**config.mk**
```make
export PLATFORM = sky130hd
export DESIGN_NAME = writeback_stage_flat
export DESIGN_NICKNAME = d
export VERILOG_FILES = /design/src/rtl/writeback_stage_if.sv /design/src/rtl/writeback_stage.sv /design/src/flat_wrapper.sv
export SDC_FILE = /design/constraint.sdc
export NUM_CORES = 1
export LEC_CHECK = 0
export ABC_AREA = 1
export CORE_AREA = 8 8 185 187
export CTS_CLUSTER_DIAMETER = 200
export DETAILED_ROUTE_END_ITERATION = 7
export DIE_AREA = 0 0 193 195
export PLACE_DENSITY = 0.75
export SYNTH_ARGS = -nofsm -noshare
export SYNTH_HDL_FRONTEND = slang
export SYNTH_SLANG_ARGS = --single-unit
```
**constraint.sdc**
```tcl
create_clock -name clock -period 9.1 [get_ports clock]
set_input_delay 2.275 -clock clock [delete_from_list [all_inputs] [get_ports clock]]
set_output_delay 2.275 -clock clock [all_outputs]
set_load 0.02 [all_outputs]
```
**src/rtl/writeback_stage_if.sv**
```systemverilog
// Bundle between the memory stage, the writeback stage and its consumers
// (register file, forwarding logic, status and counter observers).
interface writeback_stage_if #(
  parameter int CNT_WIDTH = 32
);
  logic [2:0]           m_stat;
  logic [3:0]           m_icode;
  logic [63:0]          m_valE;
  logic [63:0]          m_valM;
  logic [3:0]           m_dstE;
  logic [3:0]           m_dstM;
  logic                 W_stall;

  logic [2:0]           W_stat;
  logic [3:0]           W_icode;
  logic [63:0]          W_valE;
  logic [63:0]          W_valM;
  logic [3:0]           W_dstE;
  logic [3:0]           W_dstM;
  logic [3:0]           w_dstE;
  logic [3:0]           w_dstM;
  logic [63:0]          w_valE;
  logic [63:0]          w_valM;
  logic [2:0]           proc_stat;
  logic                 halted;
  logic [CNT_WIDTH-1:0] retired;
  logic [CNT_WIDTH-1:0] cycles;

  modport master (
    output m_stat, m_icode, m_valE, m_valM, m_dstE, m_dstM, W_stall,
    input  W_stat, W_icode, W_valE, W_valM, W_dstE, W_dstM,
           w_dstE, w_dstM, w_valE, w_valM, proc_stat, halted, retired, cycles
  );

  modport slave (
    input  m_stat, m_icode, m_valE, m_valM, m_dstE, m_dstM, W_stall,
    output W_stat, W_icode, W_valE, W_valM, W_dstE, W_dstM,
           w_dstE, w_dstM, w_valE, w_valM, proc_stat, halted, retired, cycles
  );
endinterface

```
**src/rtl/writeback_stage.sv**
```systemverilog
// Y86-64 writeback stage: W pipeline register, gated register-file writes,
// run/halted/fault status machine, retired-instruction and cycle counters.
module writeback_stage #(
  parameter int CNT_WIDTH = 32
) (
  input logic               clock,
  input logic               reset,
  writeback_stage_if.slave  bus
);

  localparam logic [2:0] SBUB  = 3'd0;
  localparam logic [2:0] SAOK  = 3'd1;
  localparam logic [2:0] SHLT  = 3'd2;
  localparam logic [2:0] SADR  = 3'd3;
  localparam logic [2:0] SINS  = 3'd4;
  localparam logic [3:0] INOP  = 4'd1;
  localparam logic [3:0] RNONE = 4'hF;

  localparam logic [1:0] RUN    = 2'd0;
  localparam logic [1:0] HALTED = 2'd1;
  localparam logic [1:0] FAULT  = 2'd2;

  logic [1:0]           state_q,   state_d;
  logic [2:0]           wStat_q,   wStat_d;
  logic [3:0]           wIcode_q,  wIcode_d;
  logic [63:0]          wValE_q,   wValE_d;
  logic [63:0]          wValM_q,   wValM_d;
  logic [3:0]           wDstE_q,   wDstE_d;
  logic [3:0]           wDstM_q,   wDstM_d;
  logic [CNT_WIDTH-1:0] retired_q, retired_d;
  logic [CNT_WIDTH-1:0] cycles_q,  cycles_d;

  logic running;
  logic stopHalt;
  logic stopFault;
  logic holdW;
  logic writeEn;

  // The stopping edge also holds W so the offending instruction stays visible.
  always_comb begin
    running   = (state_q == RUN);
    stopHalt  = running && (wStat_q == SHLT);
    stopFault = running && (wStat_q >= SADR);
    holdW     = bus.W_stall || !running || stopHalt || stopFault;
    writeEn   = running && (wStat_q == SAOK);

    wStat_d  = wStat_q;
    wIcode_d = wIcode_q;
    wValE_d  = wValE_q;
    wValM_d  = wValM_q;
    wDstE_d  = wDstE_q;
    wDstM_d  = wDstM_q;
    if (!holdW) begin
      wStat_d  = bus.m_stat;
      wIcode_d = bus.m_icode;
      wValE_d  = bus.m_valE;
      wValM_d  = bus.m_valM;
      wDstE_d  = bus.m_dstE;
      wDstM_d  = bus.m_dstM;
    end

    state_d = state_q;
    if (stopHalt) begin
      state_d = HALTED;
    end else if (stopFault) begin
      state_d = FAULT;
    end

    retired_d = retired_q;
    if (writeEn && !bus.W_stall) begin
      retired_d = retired_q + CNT_WIDTH'(1);
    end

    cycles_d = cycles_q;
    if (running) begin
      cycles_d = cycles_q + CNT_WIDTH'(1);
    end
  end

  always_ff @(posedge clock or posedge reset) begin
    if (reset) begin
      state_q   <= RUN;
      wStat_q   <= SBUB;
      wIcode_q  <= INOP;
      wValE_q   <= '0;
      wValM_q   <= '0;
      wDstE_q   <= RNONE;
      wDstM_q   <= RNONE;
      retired_q <= '0;
      cycles_q  <= '0;
    end else begin
      state_q   <= state_d;
      wStat_q   <= wStat_d;
      wIcode_q  <= wIcode_d;
      wValE_q   <= wValE_d;
      wValM_q   <= wValM_d;
      wDstE_q   <= wDstE_d;
      wDstM_q   <= wDstM_d;
      retired_q <= retired_d;
      cycles_q  <= cycles_d;
    end
  end

  assign bus.W_stat  = wStat_q;
  assign bus.W_icode = wIcode_q;
  assign bus.W_valE  = wValE_q;
  assign bus.W_valM  = wValM_q;
  assign bus.W_dstE  = wDstE_q;
  assign bus.W_dstM  = wDstM_q;

  assign bus.w_dstE  = writeEn ? wDstE_q : RNONE;
  assign bus.w_dstM  = writeEn ? wDstM_q : RNONE;
  assign bus.w_valE  = wValE_q;
  assign bus.w_valM  = wValM_q;

  // Status codes 5..7 are reported as an invalid instruction once faulted.
  always_comb begin
    case (state_q)
      RUN:     bus.proc_stat = SAOK;
      HALTED:  bus.proc_stat = SHLT;
      default: bus.proc_stat = (wStat_q >= SINS) ? SINS : wStat_q;
    endcase
  end

  assign bus.halted  = !running;
  assign bus.retired = retired_q;
  assign bus.cycles  = cycles_q;

endmodule

```
**src/flat_wrapper.sv**
```systemverilog
// flat-port wrapper written by rule: the top's interface ports become plain ports
module writeback_stage_flat 
#(
  parameter int CNT_WIDTH = 32
)
  (clock, reset, bus_m_stat, bus_m_icode, bus_m_valE, bus_m_valM, bus_m_dstE, bus_m_dstM, bus_W_stall, bus_W_stat, bus_W_icode, bus_W_valE, bus_W_valM, bus_W_dstE, bus_W_dstM, bus_w_dstE, bus_w_dstM, bus_w_valE, bus_w_valM, bus_proc_stat, bus_halted, bus_retired, bus_cycles);
  writeback_stage_if #(.CNT_WIDTH(CNT_WIDTH)) bus_i ();
  input logic clock;
  input logic reset;
  input wire logic [$bits(bus_i.m_stat)-1:0] bus_m_stat;
  input wire logic [$bits(bus_i.m_icode)-1:0] bus_m_icode;
  input wire logic [$bits(bus_i.m_valE)-1:0] bus_m_valE;
  input wire logic [$bits(bus_i.m_valM)-1:0] bus_m_valM;
  input wire logic [$bits(bus_i.m_dstE)-1:0] bus_m_dstE;
  input wire logic [$bits(bus_i.m_dstM)-1:0] bus_m_dstM;
  input wire logic [$bits(bus_i.W_stall)-1:0] bus_W_stall;
  output wire logic [$bits(bus_i.W_stat)-1:0] bus_W_stat;
  output wire logic [$bits(bus_i.W_icode)-1:0] bus_W_icode;
  output wire logic [$bits(bus_i.W_valE)-1:0] bus_W_valE;
  output wire logic [$bits(bus_i.W_valM)-1:0] bus_W_valM;
  output wire logic [$bits(bus_i.W_dstE)-1:0] bus_W_dstE;
  output wire logic [$bits(bus_i.W_dstM)-1:0] bus_W_dstM;
  output wire logic [$bits(bus_i.w_dstE)-1:0] bus_w_dstE;
  output wire logic [$bits(bus_i.w_dstM)-1:0] bus_w_dstM;
  output wire logic [$bits(bus_i.w_valE)-1:0] bus_w_valE;
  output wire logic [$bits(bus_i.w_valM)-1:0] bus_w_valM;
  output wire logic [$bits(bus_i.proc_stat)-1:0] bus_proc_stat;
  output wire logic [$bits(bus_i.halted)-1:0] bus_halted;
  output wire logic [$bits(bus_i.retired)-1:0] bus_retired;
  output wire logic [$bits(bus_i.cycles)-1:0] bus_cycles;
  assign bus_i.m_stat = bus_m_stat;
  assign bus_i.m_icode = bus_m_icode;
  assign bus_i.m_valE = bus_m_valE;
  assign bus_i.m_valM = bus_m_valM;
  assign bus_i.m_dstE = bus_m_dstE;
  assign bus_i.m_dstM = bus_m_dstM;
  assign bus_i.W_stall = bus_W_stall;
  assign bus_W_stat = bus_i.W_stat;
  assign bus_W_icode = bus_i.W_icode;
  assign bus_W_valE = bus_i.W_valE;
  assign bus_W_valM = bus_i.W_valM;
  assign bus_W_dstE = bus_i.W_dstE;
  assign bus_W_dstM = bus_i.W_dstM;
  assign bus_w_dstE = bus_i.w_dstE;
  assign bus_w_dstM = bus_i.w_dstM;
  assign bus_w_valE = bus_i.w_valE;
  assign bus_w_valM = bus_i.w_valM;
  assign bus_proc_stat = bus_i.proc_stat;
  assign bus_halted = bus_i.halted;
  assign bus_retired = bus_i.retired;
  assign bus_cycles = bus_i.cycles;
  writeback_stage #(.CNT_WIDTH(CNT_WIDTH)) u_core (.clock(clock), .reset(reset), .bus(bus_i));
endmodule
```
==> results of run 1 <==
## cells in the final DEF, fill, tap and decap left out, types with 10 or more instances in the layout
cell type	n
a21oi_1	10
clkbuf_16	23
clkdlybuf4s50_1	492
dfrtp_1	200
inv_1	73
mux2_1	60
mux2_2	72
nand2_1	172
nand3_1	29
nand3b_1	15
nand4_1	16
nor2_1	78
o21ai_0	14
xnor2_1	10
xor2_1	20
## worst paths after layout
path	end	depth (start not counted)	from
max	bus_w_dstM[3]	5	u_core.state_q[1]
min	u_core.bus.W_dstE[0]	2	u_core.bus.W_dstE[0]
max reg2reg	u_core.bus.W_valE[40]	4	u_core.state_q[1]
min reg2reg	u_core.bus.W_dstE[0]	2	u_core.bus.W_dstE[0]
max in group asynchronous	u_core.bus.retired[9]	3	reset
min in group asynchronous	u_core.bus.cycles[20]	2	reset
## registers in the layout, summed over array words and instances, names as in the netlist
| register | cells |
|---|---|
| u_core.bus.cycles | 32 |
| u_core.bus.W_dstE | 4 |
| u_core.bus.W_icode | 4 |
| u_core.bus.retired | 32 |
| u_core.bus.W_stat | 3 |
| u_core.bus.W_valE | 64 |
| u_core.bus.W_dstM | 4 |
| u_core.bus.W_valM | 64 |
| u_core.state_q | 2 |
## per-stage QoR
stage / hold slack, ns / setup slack, ns / utilization / area (um2) / total power [uW]
after CTS: 0.4871 / 4.275 / 0.4810 / 15020 / 1939
after global placement: 0.4701 / 4.531 / 0.4579 / 14300 / 1028
after floorplan: 0.5124 / 1.131 / - / 9937 / 961.1
after global routing: 0.5011 / 4.191 / 0.4810 / 15020 / 1987
after detailed placement: 0.4781 / 4.468 / 0.4579 / 14300 / 1028
final: 0.4851 / 4.300 / 0.4810 / 15020 / 1905
## power groups by stage
stage / clock (uW) / sequential (uW) / combinational [uW]
floorplan: 0 / 947 / 14.4
global placement: 0 / 946 / 81.1
detailed placement: 0 / 946 / 82.1
CTS: 926 / 929 / 82.8
global route: 970 / 929 / 88.3
finish: 895 / 930 / 80.5
## layout make-up
type	count	share of cell area
Sequential cell	209	0.3489
Timing Repair Buffer	494	0.3297
Multi-Input combinational cell	513	0.2207
Clock buffer	33	0.04348
Tap cell	402	0.03349
Inverter	75	0.01924
Clock inverter	7	0.004415
## cells in the mapped netlist
master | count | area share
o31ai_1 | 2 | 0.0015
nor2_1 | 78 | 0.029
nor2_2 | 5 | 0.0031
nand3b_1 | 15 | 0.011
inv_1 | 74 | 0.028
nand2_2 | 1 | 0.00063
nor2_8 | 1 | 0.0020
dfstp_2 | 9 | 0.024
nor3_1 | 3 | 0.0015
mux2_2 | 72 | 0.082
o21bai_1 | 1 | 0.00076
dfrtp_1 | 200 | 0.50
nor4_2 | 1 | 0.0013
inv_2 | 1 | 0.00038
xor2_1 | 20 | 0.018
xnor2_1 | 10 | 0.0088
nand3_1 | 29 | 0.015
mux2_1 | 60 | 0.068
nand2_1 | 172 | 0.065
nand4_1 | 16 | 0.010
buf_4 | 130 | 0.098
ha_1 | 2 | 0.0025
nand3_4 | 1 | 0.0018
buf_2 | 11 | 0.0055
buf_6 | 6 | 0.0068
o21ai_0 | 14 | 0.0071
a21oi_1 | 10 | 0.0050
## worst min-delay path, delay by kind of cell (launching register included)
kind / cells / cell delay, ns
buffers and inverters: 1 / 0.06
AOI/OAI and AO/OA: 1 / 0.06
DFF: 1 / 0.36
## kinds of logic after synthesis
kind of cell,Yosys count,share of synthesized area
AO/OA/AOI/OAI,27,0.01435
XOR/XNOR,30,0.02644
adder cells (fa/ha/maj),2,0.002518
buffers and inverters,222,0.1389
flip-flops,209,0.5274
multiplexers,132,0.1496
AND/OR/NAND/NOR,322,0.1408
## routing by layer
metal,up-vias,global-route usage,part of all wire
met2,353,0.3051,0.50
met1,3855,0.1989,0.38
li1,3657,-,-
met4,2,0.04531,0.022
met5,-,0,0.00038
met3,44,0.04455,0.093
==> metrics.yaml, run 1 <==
outcome: "finished clean"
nets: 1464
antenna_found_initial: 1
grt_pass1_vias: 8217
ios: 493
syn_avg_cell_area_um2: 10.53
setup_tns_ns: 0
routed_wl_mm: 33.96
p_comb_frac: 0.042
post-route-period-util: 0.5275
antenna_cells: 0
placedCellCount: 1693
tightest_slew_ns: 1.005
critPathKind: "flip-flop to output pin"
die_width_um: 193
path_buf_inv: 2
htreeDepth: 1
seq_power_share: 0.488
internal_power_uw: 1510
synth_cells: 944
grt_pass1_wl_mm: 50.33
p_per_area_nw_per_um2: 126.8
max-vdd-ir-drop_mv: 0.09846
cts-resized-gates: 0
clk_path_buf_depth: 3
grt_max_degree: 130
path_clk_slew_ns: 0.06
cp_slowest_stage_delay_ns: 0.59
p_sw_frac: 0.2073
worstSetupStartpointType: "flip-flop"
r2r_slack_ns: 6.54
multi_input_area_um2: 3316
register_area_um2: 5241
p_switching_uw: 394.9
vias: 7911
ys_types: 27
drt-pass1-iter-count: 5
fp.dieH_um: 195
cts_tree: "built"
coreArea_um2: 31230
viasPerCell: 4.565
overflow: 0
maxSlewViolCount: 0
post_cts_buffers: 0
area_growth_pct: 51.16
crit_family: "simple AND/OR/NAND/NOR gates"
ys_seq_elements: 209
holdCritPathClass: "flip-flop to flip-flop"
fillers: 2827
drive_gt1_frac: 0.09617
synth_area_um2: 9937
drv_cap: 0
max_freq_ghz: 0.2083
io_buffers: 492
cts_made_buffers: 23
p_leak_uw: 0.006908
cp.required_ns: 6.83
wl_per_cell_um: 19.59
cts_root_buf: "clkbuf_16"
critical_path_peak_fanout: 8
finalSetupViolations: 0
cp.arrival_ns: 2.53
clk_latency_ns: 0.50
skew_ns: 0.009385
cts_sinks: 209
ys_warn_count: 0
drc: 0
ant_nets: 0
drt_iter0_markers: 330
clkPwrFrac: 0.470
grt_usage: 0.1709
hold_violations: 0
synth_fp_nets: 1092
slowest_stage: "clkdlybuf4s50_1"
fin_cells: 1733
post_cts_hold_buffer_count: 0
critPathCaptureType: "output pin"
crit_chain: "inv_2 > nand2_2 > nor4_2 > nand2_1 > clkdlybuf4s50_1"
std_cell_rows: 65
rsz0062_at_grt: "no"
hpwlAfterDp_mm: 26.84
gp_congestion: 0.8798
ys_seq_area_frac: 0.5274
start_util: 0.3182
max_slew_margin: 0.3298
dieArea_um2: 37640
layout_min_cycle_time_ns: 4.800
Note: power is estimated with default switching activity, not from simulation.
==> run 2: changes to the inputs <==
clock period = 4.5 ns   (was 9.1 ns; I/O delays follow)
==> run 2 against run 1 <==
  * Critical path depth unchanged
  * Clock skew up 0.0023 ns
  * Core utilization up 0.57 points
  * Global-route usage up 0.39 points
  * Combinational power up 120%
  * Clock-buffer cell count unchanged
  * First-iteration DRC count up 3.9%
  * Hold slack worse by 0.0020 ns
  * Routed wire length up 1.9%
  * Critical endpoint unchanged
  * Largest cell class unchanged
==> metrics.yaml, run 2 (synthesis results as in run 1) <==
cp.required_ns: 3.38  # -3.45 ns
cp_slowest_stage_delay_ns: 0.74  # +0.15 ns
grt_usage: 0.1748  # +0.003949
layout_min_cycle_time_ns: 3.790
grt_max_degree: 82  # -37%
cts_root_buf: "clkbuf_16"
wl_met3_mm: 3.013  # -4.9%
routed_wl_mm: 34.61  # +1.9%
fp.dieH_um: 195  # unchanged
grt_pass1_wl_mm: 51.37  # +2.1%
io_buffers: 492  # unchanged
p_leak_uw: 0.007004  # +1.4%
tightest_slew_ns: 0.9744  # -0.03080 ns
coreArea_um2: 31230  # unchanged
wl_per_cell_um: 19.81  # +1.1%
r2r-end: "u_core.bus.W_valM[35]"
finalSetupViolations: 0  # unchanged
place_area_um2: 14410  # +0.76%
drt_iter0_markers: 343  # +3.9%
post_cts_hold_buffer_count: 0  # unchanged
worstSetupStartpointType: "flip-flop"
fin_cells: 1747  # +0.81%
cts_made_buffers: 24  # +4.3%
setup_tns_ns: 0  # unchanged
drive_gt1_frac: 0.1057  # +0.009486
clk_latency_ns: 0.52  # +0.02 ns
wl_met2_mm: 17.63  # +3.4%
post_cts_buffers: 0  # unchanged
r2r_slack_ns: 2.48  # -4.06 ns
maxSlewViolCount: 0  # unchanged
path_clk_slew_ns: 0.06  # about the same
die_width_um: 193  # unchanged
critical_path_peak_fanout: 8  # unchanged
viasPerCell: 4.533  # -0.69%
finalInstanceArea_um2: 15200  # +1.2%
area_growth_pct: 52.95
final_cell_mix: "clkdlybuf4s50_1 (492), dfrtp_1 (200), nand2_1 (172), nor2_1 (78), inv_1 (73)"
max-vdd-ir-drop_mv: 0.2208  # +120%
critPathCapture: "bus_w_dstM[3]"
clk_path_buf_depth: 3  # unchanged
antenna_found_initial: 1  # unchanged
drc: 0  # unchanged
crit_chain: "inv_2 > nand2_2 > nor4_2 > nand2_1 > clkdlybuf4s50_1"
max_slew_margin: 0.3504  # +0.02053
cts_sinks: 209  # unchanged
p_total_uw: 4011  # +110%
cts-resized-gates: 0  # unchanged
start_util: 0.3182  # unchanged
critPathKind: "flip-flop to output pin"
highest_layer: "met4"
slowest_stage: "nor4_2"
hold_violations: 0  # unchanged
rsz0062_at_grt: "no"
cp.arrival_ns: 2.66  # +0.13 ns
ios: 493  # unchanged
final_common_cell: "clkdlybuf4s50_1"
placedCellCount: 1703  # +0.59%
min_from: "u_core.bus.W_dstE[0]"
fillers: 2788  # -1.4%
std_cell_rows: 65  # unchanged
hpwlAfterDp_mm: 27.74  # +3.3%
max_freq_ghz: 0.2639
outcome: "finished clean"
r2r_cells: 4  # unchanged
cts_tree: "built"
drv_cap: 0  # unchanged
grt_pass1_vias: 8306  # +1.1%
skew_ns: 0.01164  # +0.002251 ns
ant_nets: 0  # unchanged
gp_congestion: 0.8842  # +0.50%
dieArea_um2: 37640  # unchanged
holdCritPathClass: "flip-flop to flip-flop"
nets: 1475  # +0.75%
critPathCaptureType: "output pin"
startpoint: "u_core.state_q[1]"
post-route-period-util: 0.8422
rr_startpoint: "u_core.state_q[1]"
p_per_area_nw_per_um2: 263.9  # +110%
htreeDepth: 1  # unchanged
drt-pass1-iter-count: 5  # unchanged
overflow: 0  # unchanged
wl_met1_mm: 13.10  # +0.99%
hold_ws_ns: 0.4831  # -0.001969 ns
vias: 7920  # +0.11%
## run 2: layer usage
layer / vias to the layer above / track usage
met5: - / 0
met1: 3888 / 0.2038
met4: 0 / 0.04788
met3: 46 / 0.04597
li1: 3672 / -
met2: 314 / 0.3107
## run 2: report_power, final
group          switching [uW]  internal (uW)
logic                    55.8            119
registers                   0           1880
clock network             781           1170
## run 2: area by class of cell
| class | instances | area (um2) | area share |
|---|---|---|---|
| Sequential cell | 209 | 5241 | 0.3449 |
| Timing Repair Buffer | 504 | 5065 | 0.3333 |
| Clock buffer | 33 | 685.7 | 0.04511 |
| Inverter | 75 | 285.3 | 0.01877 |
| Antenna cell | 1 | 2.502 | 0.0001646 |
| Tap cell | 402 | 503.0 | 0.03309 |
| Clock inverter | 10 | 100.1 | 0.006586 |
| Multi-Input combinational cell | 513 | 3316 | 0.2182 |
## run 2: worst min-delay path by stage
| stage | to | slack [ns] | depth (start not counted) |
|---|---|---|---|
| 3_3_place_gp | u_core.bus.W_dstE[0] | 0.47 | 2 |
| 4_1_cts | u_core.bus.W_dstE[0] | 0.48 | 2 |
| 5_1_grt | u_core.bus.W_dstM[1] | 0.50 | 2 |
| 3_5_place_dp | u_core.bus.W_dstE[0] | 0.47 | 2 |
| 6_report | u_core.bus.W_dstE[0] | 0.48 | 2 |
| 2_1_floorplan | u_core.bus.W_dstE[0] | 0.51 | 2 |
## run 2: critical path, delay by kind of cell, from the launching register on
family        cells  cell delay (ns)
flops             1             0.47
simple gates      3             0.98
buf+inv           2             0.71
## run 2: per-stage QoR
stage | setup slack [ns] | util
2_1_floorplan | 0.6681 | -
5_1_grt | 0.4218 | 0.4867
4_1_cts | 0.6032 | 0.4866
6_report | 0.7102 | 0.4867
3_3_place_gp | 1.233 | 0.4614
3_5_place_dp | 1.187 | 0.4614
==> run 3: changes to the inputs <==
clock period = 3.6 ns   (was 4.5 ns; I/O delays follow)
==> run 3 against run 2 <==
  * Final area shrank 0.27%
  * Routed wire length shrank 0.99%
  * Register-to-register slack lost 0.94 ns
  * Largest power group unchanged
  * Clock skew grew 0.0010 ns
  * Global-route usage shrank 0.41 points
  * Largest cell class unchanged
  * Flip-flop and latch count is the same
==> metrics.yaml, run 3 (synthesis results as in run 1) <==
final_cell_mix: "clkdlybuf4s50_1 (492), dfrtp_1 (200), nand2_1 (172), nor2_1 (78), inv_1 (73)"
cts-resized-gates: 0  # unchanged
p_leak_uw: 0.006970  # -0.49%
worstSetupStartpointType: "flip-flop"
area_growth_pct: 52.53
antenna_found_initial: 0  # -1
skew_ns: 0.01264  # +0.001000 ns
outcome: "finished clean"
viasPerCell: 4.506  # -0.61%
fp.dieH_um: 195  # unchanged
nets: 1469  # -0.41%
hold_violations: 0  # unchanged
post_cts_hold_buffer_count: 0  # unchanged
wl_per_cell_um: 19.70  # -0.59%
p_per_area_nw_per_um2: 330.8  # +25%
setup_tns_ns: 0  # unchanged
critical_path_peak_fanout: 8  # unchanged
min_from: "u_core.bus.W_dstE[1]"
rr_startpoint: "u_core.bus.retired[1]"
p_total_uw: 5015  # +25%
drt_iter0_markers: 303  # -12%
cp.arrival_ns: 2.20  # -0.46 ns
hold_depth: 2  # unchanged
holdPathEnd: "u_core.bus.W_dstE[1]"
antenna_cells: 0  # -1
io_buffers: 492  # unchanged
drv_cap: 0  # unchanged
hpwlAfterDp_mm: 26.79  # -3.4%
rsz0062_at_grt: "no"
finalInstanceArea_um2: 15160  # -0.27%
pre_cts_ws_ns: 0.8695  # -0.3180 ns
std_cell_rows: 65  # unchanged
ant_nets: 0  # unchanged
overflow: 0  # unchanged
cts_tree: "built"
die_width_um: 193  # unchanged
cts_sinks: 209  # unchanged
cts_made_buffers: 24  # unchanged
max_freq_ghz: 0.3223
r2r-end: "u_core.bus.retired[24]"
r2r_cells: 8  # +4
cts_root_buf: "clkbuf_16"
place_area_um2: 14370  # -0.31%
post_cts_buffers: 0  # unchanged
r2r_slack_ns: 1.54  # -0.94 ns
grt_max_degree: 120  # +46%
gp_congestion: 0.8739  # -1.2%
grt_usage: 0.1707  # -0.004096
dieArea_um2: 37640  # unchanged
path_clk_slew_ns: 0.06  # about the same
setup_ws_ns: 0.4970  # -0.2132 ns
critPathCaptureType: "output pin"
coreArea_um2: 31230  # unchanged
post-route-period-util: 0.8619
max-vdd-ir-drop_mv: 0.2820  # +28%
start_util: 0.3182  # unchanged
finalSetupViolations: 0  # unchanged
drt-pass1-iter-count: 4  # -1
grt_pass1_vias: 8022  # -3.4%
routed_wl_mm: 34.27  # -0.99%
maxSlewViolCount: 0  # unchanged
final_common_cell: "clkdlybuf4s50_1"
layout_min_cycle_time_ns: 3.103
drive_gt1_frac: 0.1016  # -0.004011
max_slew_margin: 0.4754  # +0.1251
grt_pass1_wl_mm: 50.32  # -2.0%
clk_path_buf_depth: 3  # unchanged
htreeDepth: 1  # unchanged
clk_latency_ns: 0.51  # about the same
vias: 7840  # -1.0%
holdCritPathClass: "flip-flop to flip-flop"
drc: 0  # unchanged
ios: 493  # unchanged
cp.required_ns: 2.70  # -0.68 ns
critPathKind: "flip-flop to output pin"
tightest_slew_ns: 0.7839  # -0.1905 ns
==> run 3: critical path, stage by stage, from the launching register on <==
cell	delay, ns
dfrtp_1	0.47
inv_2	0.11
nand2_2	0.13
nor4_2	0.17
buf_4	0.21
nand2_1	0.07
clkdlybuf4s50_1	0.54
==> run 3: through the flow <==
stage | util | hold WS (ns) | cells
final | 0.4853 | 0.4795 | 1740
after global routing | 0.4853 | 0.5081 | 1740
after CTS | 0.4853 | 0.4828 | 1740
after detailed placement | 0.4600 | 0.4738 | 1697
after global placement | 0.4600 | 0.4698 | 1697
after floorplan | - | 0.5124 | 944
==> run 3: how the worst max path moves through the flow <==
stage / start / end / depth (start not counted)
CTS: u_core.state_q[1] / bus_w_dstM[3] / 6
floorplan: reset / u_core.bus.W_icode[1] / 1
finish: u_core.state_q[1] / bus_w_dstM[0] / 6
detailed placement: bus_W_stall / u_core.bus.retired[24] / 8
global route: u_core.state_q[1] / bus_w_dstE[1] / 6
global placement: bus_W_stall / u_core.bus.retired[24] / 8
==> run 3: metal layers <==
layer  part of all wire  vias to the layer above  GRT usage
li1                   -                     3659          -
met1               0.39                     3806     0.2008
met2               0.50                      334     0.2997
met3              0.086                       41    0.04758
met4              0.025                        0    0.04617
met5                  0                        -          0
==> run 3: final cells by class <==
cell class | instances | area (um2)
timing repair buffer | 498 | 5020
clock buffer | 36 | 726.9
sequential | 209 | 5241
tap | 402 | 503.0
fill | 2813 | 16070
inverter | 75 | 285.3
clock inverter | 7 | 65.06
multi-input combinational | 513 | 3316
==> run 3: report_power, final <==
group / internal [uW] / switching, uW / leakage (uW) / total, uW
combinational: 142 / 67.8 / 0.00372 / 209
sequential: 2350 / 0 / 0.00286 / 2350
clock: 1460 / 994 / 0.000387 / 2460
